`src/rtl/stopwatch_display_pkg.sv`:
```
// Shared types and constants for the stopwatch display block: converter
// FSM states, clamp limits and active-low 7-segment patterns (g..a).
package stopwatch_display_pkg;

    typedef enum logic [1:0] {
        IDLE   = 2'd0,
        SHIFT  = 2'd1,
        COMMIT = 2'd2
    } state_t;

    localparam int SHIFT_CYCLES = 7;
    localparam int MIN_MAX      = 99;
    localparam int SEC_MAX      = 59;

    localparam logic [6:0] SEG_0     = 7'b1000000;
    localparam logic [6:0] SEG_1     = 7'b1111001;
    localparam logic [6:0] SEG_2     = 7'b0100100;
    localparam logic [6:0] SEG_3     = 7'b0110000;
    localparam logic [6:0] SEG_4     = 7'b0011001;
    localparam logic [6:0] SEG_5     = 7'b0010010;
    localparam logic [6:0] SEG_6     = 7'b0000010;
    localparam logic [6:0] SEG_7     = 7'b1111000;
    localparam logic [6:0] SEG_8     = 7'b0000000;
    localparam logic [6:0] SEG_9     = 7'b0010000;
    localparam logic [6:0] SEG_BLANK = 7'b1111111;

    // BCD digit to segment pattern; non-decimal codes blank the digit.
    function automatic logic [6:0] seg_encode(input logic [3:0] d);
        case (d)
            4'd0:    return SEG_0;
            4'd1:    return SEG_1;
            4'd2:    return SEG_2;
            4'd3:    return SEG_3;
            4'd4:    return SEG_4;
            4'd5:    return SEG_5;
            4'd6:    return SEG_6;
            4'd7:    return SEG_7;
            4'd8:    return SEG_8;
            4'd9:    return SEG_9;
            default: return SEG_BLANK;
        endcase
    endfunction

endpackage

```
`src/rtl/stopwatch_display_bin2bcd_seq.sv`:
```
// Sequential double-dabble: 7-bit binary (0..99) to two BCD nibbles.
// The parent loads the value, then pulses en once per shift step; after
// seven steps tens/ones hold the result until the next load.
module bin2bcd_seq
    import stopwatch_display_pkg::*;
(
    input  logic       clk,
    input  logic       load,
    input  logic       en,
    input  logic [6:0] bin,
    output logic [3:0] tens,
    output logic [3:0] ones
);

    // {tens, ones, remaining binary bits}
    logic [14:0] sr_p0;

    // One double-dabble step: bias nibbles >= 5 by 3, then shift left.
    function automatic logic [14:0] dabble_step(input logic [14:0] v);
        logic [14:0] t;
        t = v;
        if (t[14:11] >= 4'd5) t[14:11] = t[14:11] + 4'd3;
        if (t[10:7]  >= 4'd5) t[10:7]  = t[10:7]  + 4'd3;
        return {t[13:0], 1'b0};
    endfunction

    // Shift register: load clears the BCD accumulators, en advances one step.
    always_ff @(posedge clk) begin
        if (load) begin
            sr_p0 <= {8'd0, bin};
        end else if (en) begin
            sr_p0 <= dabble_step(sr_p0);
        end
    end

    assign tens = sr_p0[14:11];
    assign ones = sr_p0[10:7];

endmodule

```
`src/rtl/stopwatch_display.sv`:
```
// Stopwatch display: converts a binary minutes/seconds pair to BCD with a
// sequential double-dabble and scans it onto a 4-digit active-low
// common-anode 7-segment display as MM.SS.
// Optional build macro STOPWATCH_DISPLAY_DP_BLINK_EN: the MM.SS decimal
// point toggles whenever a commit changes the seconds-ones digit.
module stopwatch_display
    import stopwatch_display_pkg::*;
#(
    parameter int REFRESH_DIV = 100000
) (
    input  logic       clk,
    input  logic       rst,
    input  logic       upd,
    input  logic [6:0] min,
    input  logic [5:0] sec,
    output logic       busy,
    output logic       done,
    output logic [6:0] seg,
    output logic       dp,
    output logic [3:0] an
);

    localparam int              CNT_W    = $clog2(REFRESH_DIV);
    localparam logic [CNT_W-1:0] CNT_LAST = CNT_W'(REFRESH_DIV - 1);

    // Saturate minutes to the two-digit display range.
    function automatic logic [6:0] clamp_min(input logic [6:0] m);
        return (m > 7'(MIN_MAX)) ? 7'(MIN_MAX) : m;
    endfunction

    // Saturate seconds and zero-extend to the converter width.
    function automatic logic [6:0] clamp_sec(input logic [5:0] s);
        return ({1'b0, s} > 7'(SEC_MAX)) ? 7'(SEC_MAX) : {1'b0, s};
    endfunction

    state_t      state;
    logic [2:0]  shift_cnt;
    logic        pending;
    logic [6:0]  pend_min;
    logic [6:0]  pend_sec;
    logic        load;
    logic        step_en;
    logic [6:0]  ld_min;
    logic [6:0]  ld_sec;
    logic [3:0]  min_tens, min_ones, sec_tens, sec_ones;
    logic [3:0][3:0] digits;
    logic [CNT_W-1:0] refresh_cnt;
    logic [1:0]  scan_idx;
    logic [3:0]  cur_digit;
    logic        dp_lit;

    // Capture source: live inputs from IDLE or the COMMIT cycle, else the
    // pending snapshot; a strobe in COMMIT is newer than anything pending.
    always_comb begin
        load   = 1'b0;
        ld_min = clamp_min(min);
        ld_sec = clamp_sec(sec);
        if (state == IDLE && upd) begin
            load = 1'b1;
        end else if (state == COMMIT && (upd || pending)) begin
            load = 1'b1;
            if (!upd) begin
                ld_min = pend_min;
                ld_sec = pend_sec;
            end
        end
    end

    assign step_en = (state == SHIFT);
    assign busy    = (state != IDLE);

    bin2bcd_seq u_min_bcd (
        .clk  (clk),
        .load (load),
        .en   (step_en),
        .bin  (ld_min),
        .tens (min_tens),
        .ones (min_ones)
    );

    bin2bcd_seq u_sec_bcd (
        .clk  (clk),
        .load (load),
        .en   (step_en),
        .bin  (ld_sec),
        .tens (sec_tens),
        .ones (sec_ones)
    );

    // Converter FSM: IDLE -> SHIFT (7 steps) -> COMMIT -> IDLE or back to SHIFT.
    always_ff @(posedge clk or posedge rst) begin
        if (rst) begin
            state     <= IDLE;
            shift_cnt <= 3'd0;
        end else begin
            case (state)
                IDLE: begin
                    if (load) begin
                        state     <= SHIFT;
                        shift_cnt <= 3'd0;
                    end
                end
                SHIFT: begin
                    if (shift_cnt == 3'(SHIFT_CYCLES - 1)) begin
                        state <= COMMIT;
                    end else begin
                        shift_cnt <= shift_cnt + 3'd1;
                    end
                end
                COMMIT: begin
                    shift_cnt <= 3'd0;
                    state     <= load ? SHIFT : IDLE;
                end
                default: state <= IDLE;
            endcase
        end
    end

    // Pending flag: set by a strobe during a conversion, consumed in COMMIT.
    always_ff @(posedge clk or posedge rst) begin
        if (rst) begin
            pending <= 1'b0;
        end else if (state == COMMIT) begin
            pending <= 1'b0;
        end else if (upd && state != IDLE) begin
            pending <= 1'b1;
        end
    end

    // Pending snapshot: last strobe while busy wins.
    always_ff @(posedge clk) begin
        if (upd && state != IDLE) begin
            pend_min <= clamp_min(min);
            pend_sec <= clamp_sec(sec);
        end
    end

    // Commit all four digits at once and flag it for one cycle.
    always_ff @(posedge clk or posedge rst) begin
        if (rst) begin
            digits <= '0;
            done   <= 1'b0;
        end else begin
            done <= (state == COMMIT);
            if (state == COMMIT) begin
                digits <= {min_tens, min_ones, sec_tens, sec_ones};
            end
        end
    end

`ifdef STOPWATCH_DISPLAY_DP_BLINK_EN
    logic dp_phase;

    // Blink phase flips whenever a commit changes the seconds-ones digit.
    always_ff @(posedge clk or posedge rst) begin
        if (rst) begin
            dp_phase <= 1'b1;
        end else if (state == COMMIT && sec_ones != digits[0]) begin
            dp_phase <= ~dp_phase;
        end
    end

    assign dp_lit = dp_phase;
`else
    assign dp_lit = 1'b1;
`endif

    // Free-running refresh divider and digit scan index.
    always_ff @(posedge clk or posedge rst) begin
        if (rst) begin
            refresh_cnt <= '0;
            scan_idx    <= 2'd0;
        end else if (refresh_cnt == CNT_LAST) begin
            refresh_cnt <= '0;
            scan_idx    <= scan_idx + 2'd1;
        end else begin
            refresh_cnt <= refresh_cnt + 1'b1;
        end
    end

    assign cur_digit = digits[scan_idx];

    // ---- scan index -> registered display pins ----
    // Anode, segment and decimal-point pins register together.
    always_ff @(posedge clk or posedge rst) begin
        if (rst) begin
            an  <= 4'b1110;
            seg <= SEG_0;
            dp  <= 1'b1;
        end else begin
            an  <= ~(4'b0001 << scan_idx);
            seg <= seg_encode(cur_digit);
            dp  <= (scan_idx == 2'd2) ? ~dp_lit : 1'b1;
        end
    end

endmodule

```
`config.mk`:
```
export PLATFORM = sky130hd
export DESIGN_NAME = stopwatch_display
export DESIGN_NICKNAME = d
export VERILOG_FILES = /design/src/rtl/stopwatch_display_pkg.sv /design/src/rtl/stopwatch_display_bin2bcd_seq.sv /design/src/rtl/stopwatch_display.sv
export SDC_FILE = /design/constraint.sdc
export NUM_CORES = 1
export LEC_CHECK = 0
export ABC_AREA = 1
export CAP_MARGIN = 20
export CORE_MARGIN = 4
export CORE_UTILIZATION = 50
export DETAILED_ROUTE_END_ITERATION = 8
export PLACE_DENSITY_LB_ADDON = 0.2
export SLEW_MARGIN = 20
export SYNTH_ARGS = -nofsm -noshare
export SYNTH_HDL_FRONTEND = slang
export SYNTH_SLANG_ARGS = --single-unit
```
`constraint.sdc`:
```
create_clock -name clk -period 1.7 [get_ports clk]
set_clock_uncertainty 0.15 [all_clocks]
set_input_delay 0.34 -clock clk [delete_from_list [all_inputs] [get_ports clk]]
set_output_delay 0.34 -clock clk [all_outputs]
set_load 0.005 [all_outputs]
```
### After elaboration in Yosys (flattened, before gate mapping)

Memory sizes are Yosys's and may differ from the RTL's. A register that Yosys moved wholly into a read port is not among the register bits.
Cells that the tools add are included.

| storage, ports and cells | value |
|---|---|
| bits in writable memories | 0 |
| memories | 1 |
| bits of input ports | 16 |
| ROM bits | 112 |
| logic and storage cells | 85 |
| latch bits | 0 |
| register bits | 91 |

Memory list:

| memory | depth | bits a word | rd ports | clocked after Yosys merged registers in | wr ports | RTL line | text |
|---|---|---|---|---|---|---|---|
| (no name shown) | 16 | 7 | 1 | 1 | 0 | stopwatch_display_pkg.sv:29 | `case (d)` |

| cells by class | value |
|---|---|
| bitwise logic cells | 1 |
| reductions and logical operators | 11 |
| div/mod/pow operators | 0 |
| multipliers | 0 |
| order comparisons | 7 |
| muxes and demuxes | 31 |
| add/sub/neg operators | 7 |
| shifts and indexed selects | 1 |
| eq/ne operators | 8 |

Operators by type and width:

| operator | count |
|---|---|
| 2-to-1 mux 7 bit | 11 |
| adder 17 x 1 -> 17 bit (second input constant) | 1 |
| equality test 17 bit (second input constant) | 1 |
| 2-to-1 mux 17 bit | 1 |
| greater-or-equal comparator 4 x 3 -> 1 bit (second input constant) | 4 |
| 2-to-1 mux 3 bit | 4 |
| 2-to-1 mux 4 bit | 3 |
| one-hot mux 3 bit (3 select lines) | 1 |
| adder 4 x 2 -> 4 bit (second input constant) | 2 |
| binary-select mux 4 bit (select 2 bit) | 1 |
| > comparator 7 bit (second input constant) | 1 |
| adder 3 x 2 -> 3 bit (second input constant) | 2 |
| > comparator 6 bit (second input constant) | 1 |
| 2-to-1 mux 1 bit | 6 |
| 2-to-1 mux 6 bit | 1 |
| one-hot mux 2 bit (3 select lines) | 1 |
| nonzero test 2 bit | 3 |
| equality test 2 bit (second input constant) | 2 |
| 2-to-1 mux 2 bit | 2 |
| inequality test 2 bit (second input constant) | 2 |
| inverter 4 bit | 1 |
| << shifter 1 x 2 -> 4 bit (first input constant) | 1 |
| adder 3 x 1 -> 3 bit (second input constant) | 1 |
| equality test 3 bit (second input constant) | 1 |
| other kinds (10) | 12 |

### Longest topological paths before layout

| depth | value |
|---|---|
| word-level depth | 6 |
| gate-level depth with buffers | 11 |
| mapped depth without buffers | 11 |

### Modules after synthesis

Synthesis repeated with hierarchy kept, for this count alone.

| second synthesis, totals | value |
|---|---|
| cell total of the unflattened synthesis | 629 |
| area total of the unflattened synthesis | 5,043.6 um^2 |

By module, submodules not included:

| module | cells each | area each (um^2) | instances |
|---|---|---|---|
| stopwatch_display | 419 | 3,397.0 | 1 |
| bin2bcd_seq | 105 | 823.3 | 2 |

### Worst setup path after synthesis

Ideal clock, no wire load.

| timing path | value |
|---|---|
| path type | flip-flop to flip-flop |
| from | reg scan_idx[0] |
| to | reg seg[3] |
| data required time | 1.426 ns |
| slack | 0.052 ns |
| stages on the path, launching flop included | 11 |
| data arrival time | 1.373 ns |
| period minus slack after synthesis | 1.648 ns |
| buffers on the path | 1 |
| cells stage by stage | dfrtp_1 -> buf_4 -> nand2_1 -> nand2_1 -> nand2_1 -> nand2_1 -> inv_1 -> ha_1 -> nand3_1 -> nand3_1 -> nand2_1 |

| on the way | value |
|---|---|
| longest elaborated chain between the ends | 2 |

Ends and longest elaborated chain:

| element | RTL line | text |
|---|---|---|
| from (decl) | stopwatch_display.sv:48 | `logic [1:0] scan_idx;` |
| from (signal assigned) | stopwatch_display.sv:175 | `scan_idx <= scan_idx + 2'd1;` |
| binary-select mux 4 bit (select 2 bit) | stopwatch_display.sv:181 | `assign cur_digit = digits[scan_idx];` |
| 2-to-1 mux 4 bit (implied by the code) | stopwatch_display.sv:181 |  |
| to (decl) | stopwatch_display.sv:18 | `output logic [6:0] seg,` |

Every way passes these cells. The select of a mux whose other input is x is not followed.
A chain may end at the register's enable or synchronous reset.

### Final worst setup path

| timing path | value |
|---|---|
| from | reg scan_idx[1] |
| to | reg seg[3] |

Same word-level chain as after synthesis.

==> reports/qor.txt <==
Nature of the critical path startpoint - flop
Ant diodes - 0
Final Cell Area - 5946 µm²
Bufs on Longest Clock Path - 2
Worst EP arrival - 1.81 ns
Wire length per cell - 11.96 µm
Root Buffer - clkbuf_8
First-pass detailed-route iteration total - 4
Synthesis Warnings - 0
Switching Share - 0.3607
Row cnt - 35
Worst setup margin - -0.01969 ns
Clock share of power - 0.162
Number of flops mapped to enable cells by yosys - 27
Largest net degree at the start of global routing - 37
Final Hold Viols - 0
Cell area after synthesis - 4756 µm²
Core area - 9240 µm²
#FFs+latches synth - 96
Post-layout minimum cycle time - 1.720 ns
Initial Utilization - 0.5147
HPWL after DPL - 6774 µm
CTS H-tree depth - 3
Cells after Synth - 583
Int Pwr - 5133 µW
Part of the power in registers - 0.443
Iteration-0 DRC count of the detailed router - 129
First-pass GRT wire length - 16,240 µm
Layout cells sized above 1 - 0.1925
Height of the die - 105.5 µm
GPL Wtd Cong - 0.8569
DR vias/cell - 4.793
Clock slew at reported path FFs - 0.09 ns
Combinational fraction of design power - 0.395
GRT Overall Usage - 0.1764
Crit Path Max Fanout - 6
Crit path top cell by count - nand3_2
Headroom to the max-slew limit - 0.7828
Min-delay worst type - primary input to asynchronous set/reset pin
Initial antenna violation count - 0
Total number of vias - 3,806
Most frequent cells in the layout - 167 x nand2_1, 77 x inv_1, 48 x nor2_1
RSZ-0062 raised after global routing - yes
WL final - 9497 µm
CP peak stage delay - 0.50 ns
Final nets - 696
Fin crit share - 1.012
Cts bufs inserted - 9
Final setup viols - 1
ANT nets after route - 0
Fillers - 770
Slew Viols, Final - 0
Fin cells - 794
Die Area - 11,140 µm²
Dpl cell area - 5448 µm²
Area Growth Syn to Fin - 25.02%
CP Class - flop to flop
Crit-path cells - inv_1, nand3_2, nand2_4, buf_6, ha_4, nand3_4, nand3_2, nand2_1
Critical Path RT - 1.79 ns
Netlist cell types - 27
IO Port Bufs - 29
R2r worst-path depth - 8
Lkg Pwr - 0.003017 µW
# IOs - 30
Overflow left after global routing - 0
Placed cells - 764
# hold bufs at CTS - 0
Fmax - 581.5 MHz
Ys async rst share - 0.5521
Die width - 105.5 µm
Failing checks - setup timing
Synth Flop Type - dfrtp_1
Commonest non-fill, non-tap cell in the layout - nand2_1
Power Density - 1350 nW/µm²
Fin Setup TNS - -0.01969 ns
Maxcap violations - 0
VDD IR max - 581.8 µV
TritonCTS clock tree - built
Worst Tran Pin Value - 0.3236 ns
Util after Layout - 0.6435
Seq/Total Area, Yosys - 0.5178
Switching pwr - 2896 µW
Status - finished with violations
Clk_lat worst skew - 0.34 ns
DRC - 0
Vias in the first global route - 3,738
Syn avg cell area - 8.157 µm²
CTS sink cnt - 96
Syn nets - 619
CP max-delay cell - dfrtp_1
Worst R2R Setup Slack - -0.02 ns
Setup crit end kind - flop
[flip-flops by register name, summed over array words and instances (netlist names)]
signal	flops
done	1
pend_sec	6
state	2
an	4
u_min_bcd.sr_p0	15
digits	16
refresh_cnt	17
u_sec_bcd.sr_p0	15
seg	7
scan_idx	2
pend_min	7
shift_cnt	3
pending	1
[path summary, 6_finish.rpt]
check                                            startpoint                          endpoint
max                                 scan_idx[1]$_DFFE_PP0N_                  seg[3]$_DFF_PP0_
max in group asynchronous                               rst              state[1]$_DFFE_PP0P_
min                                                     rst            digits[12]$_DFFE_PP0P_
min in group clk           u_sec_bcd.sr_p0[14]$_SDFFE_PN0P_  u_sec_bcd.sr_p0[14]$_SDFFE_PN0P_
min reg2reg                u_sec_bcd.sr_p0[14]$_SDFFE_PN0P_  u_sec_bcd.sr_p0[14]$_SDFFE_PN0P_
max reg2reg                         scan_idx[1]$_DFFE_PP0N_                  seg[3]$_DFF_PP0_
[worst max-delay path: cells and delay by family (launching register included)]
kind	cells	cell delay (ns)
buffers and inverters	2	0.29
AND/OR/NAND/NOR	5	0.41
adder cells (fa/ha/maj)	1	0.26
flip-flops	1	0.50
[Yosys cell counts, drive strengths merged, types with 3 or more instances]
cell type	n	area [µm²]
buf	9	71.31
dfstp	4	105.1
ha	20	250.2
xor2	12	105.1
nand4	3	18.77
dfrtp	49	1226
inv	88	332.8
nand3	54	270.3
clkbuf	8	30.03
o21ai	36	180.2
a21oi	4	20.02
edfxtp	27	810.8
nand2	189	724.4
dfxtp	16	320.3
nor2	56	232.7
[kinds of logic after synthesis]
group,after synthesis,share of synthesized area
AND/OR/NAND/NOR,305,0.2662
flip-flops,96,0.5178
XOR/XNOR,12,0.02210
AO/OA/AOI/OAI,45,0.04999
buffers and inverters,105,0.09129
adder cells (fa/ha/maj),20,0.05262
[through the flow]
| step | setup WS, ns | total power, µW | hold slack, ns |
|---|---|---|---|
| 2_1_floorplan | 0.05219 | 5393 | 0.2499 |
| 3_3_place_gp | -0.2403 | 6296 | 0.2962 |
| 3_5_place_dp | -0.3000 | 6415 | 0.3013 |
| 4_1_cts | -0.1950 | 7807 | 0.1036 |
| 5_1_grt | -0.08477 | 8739 | 0.1232 |
| 6_report | -0.01969 | 8028 | 0.1132 |
[metal layers]
| layer | global-route usage | vias to the layer above | part of all wire | wire [µm] |
|---|---|---|---|---|
| met4 | 0.06290 | 0 | 0.021 | 202 |
| li1 | - | 1963 | - | - |
| met2 | 0.2996 | 61 | 0.50 | 4720 |
| met3 | 0.02694 | 16 | 0.027 | 261 |
| met1 | 0.2298 | 1766 | 0.45 | 4312 |
| met5 | 0 | - | 0 | 0 |
[layout make-up]
class,count,area [µm²],area share
Tap cell,129,161.4,0.02715
Clock inverter,5,32.53,0.005471
Inverter,88,351.6,0.05913
Timing Repair inverter,1,6.256,0.001052
Timing Repair Buffer,82,767.0,0.1290
Clock buffer,11,132.6,0.02231
Sequential cell,96,2465,0.4146
Multi-Input combinational cell,382,2029,0.3413
[timing repair]
item,in CTS,in global routing
resized for setup,14,66
endpoints found under the setup margin,12,59
setup buffers,7,5
cloned,0,2
pin swaps,2,16
[power groups by stage]
stage / Combinational [µW] / Clock (µW) / Sequential, µW
after floorplan: 1880 / 0 / 3510
after global placement: 2720 / 0 / 3580
after detailed placement: 2820 / 0 / 3590
after CTS: 2910 / 1350 / 3550
after global routing: 3650 / 1450 / 3640
final: 3180 / 1300 / 3550
Power figures use the tool's default switching activity.
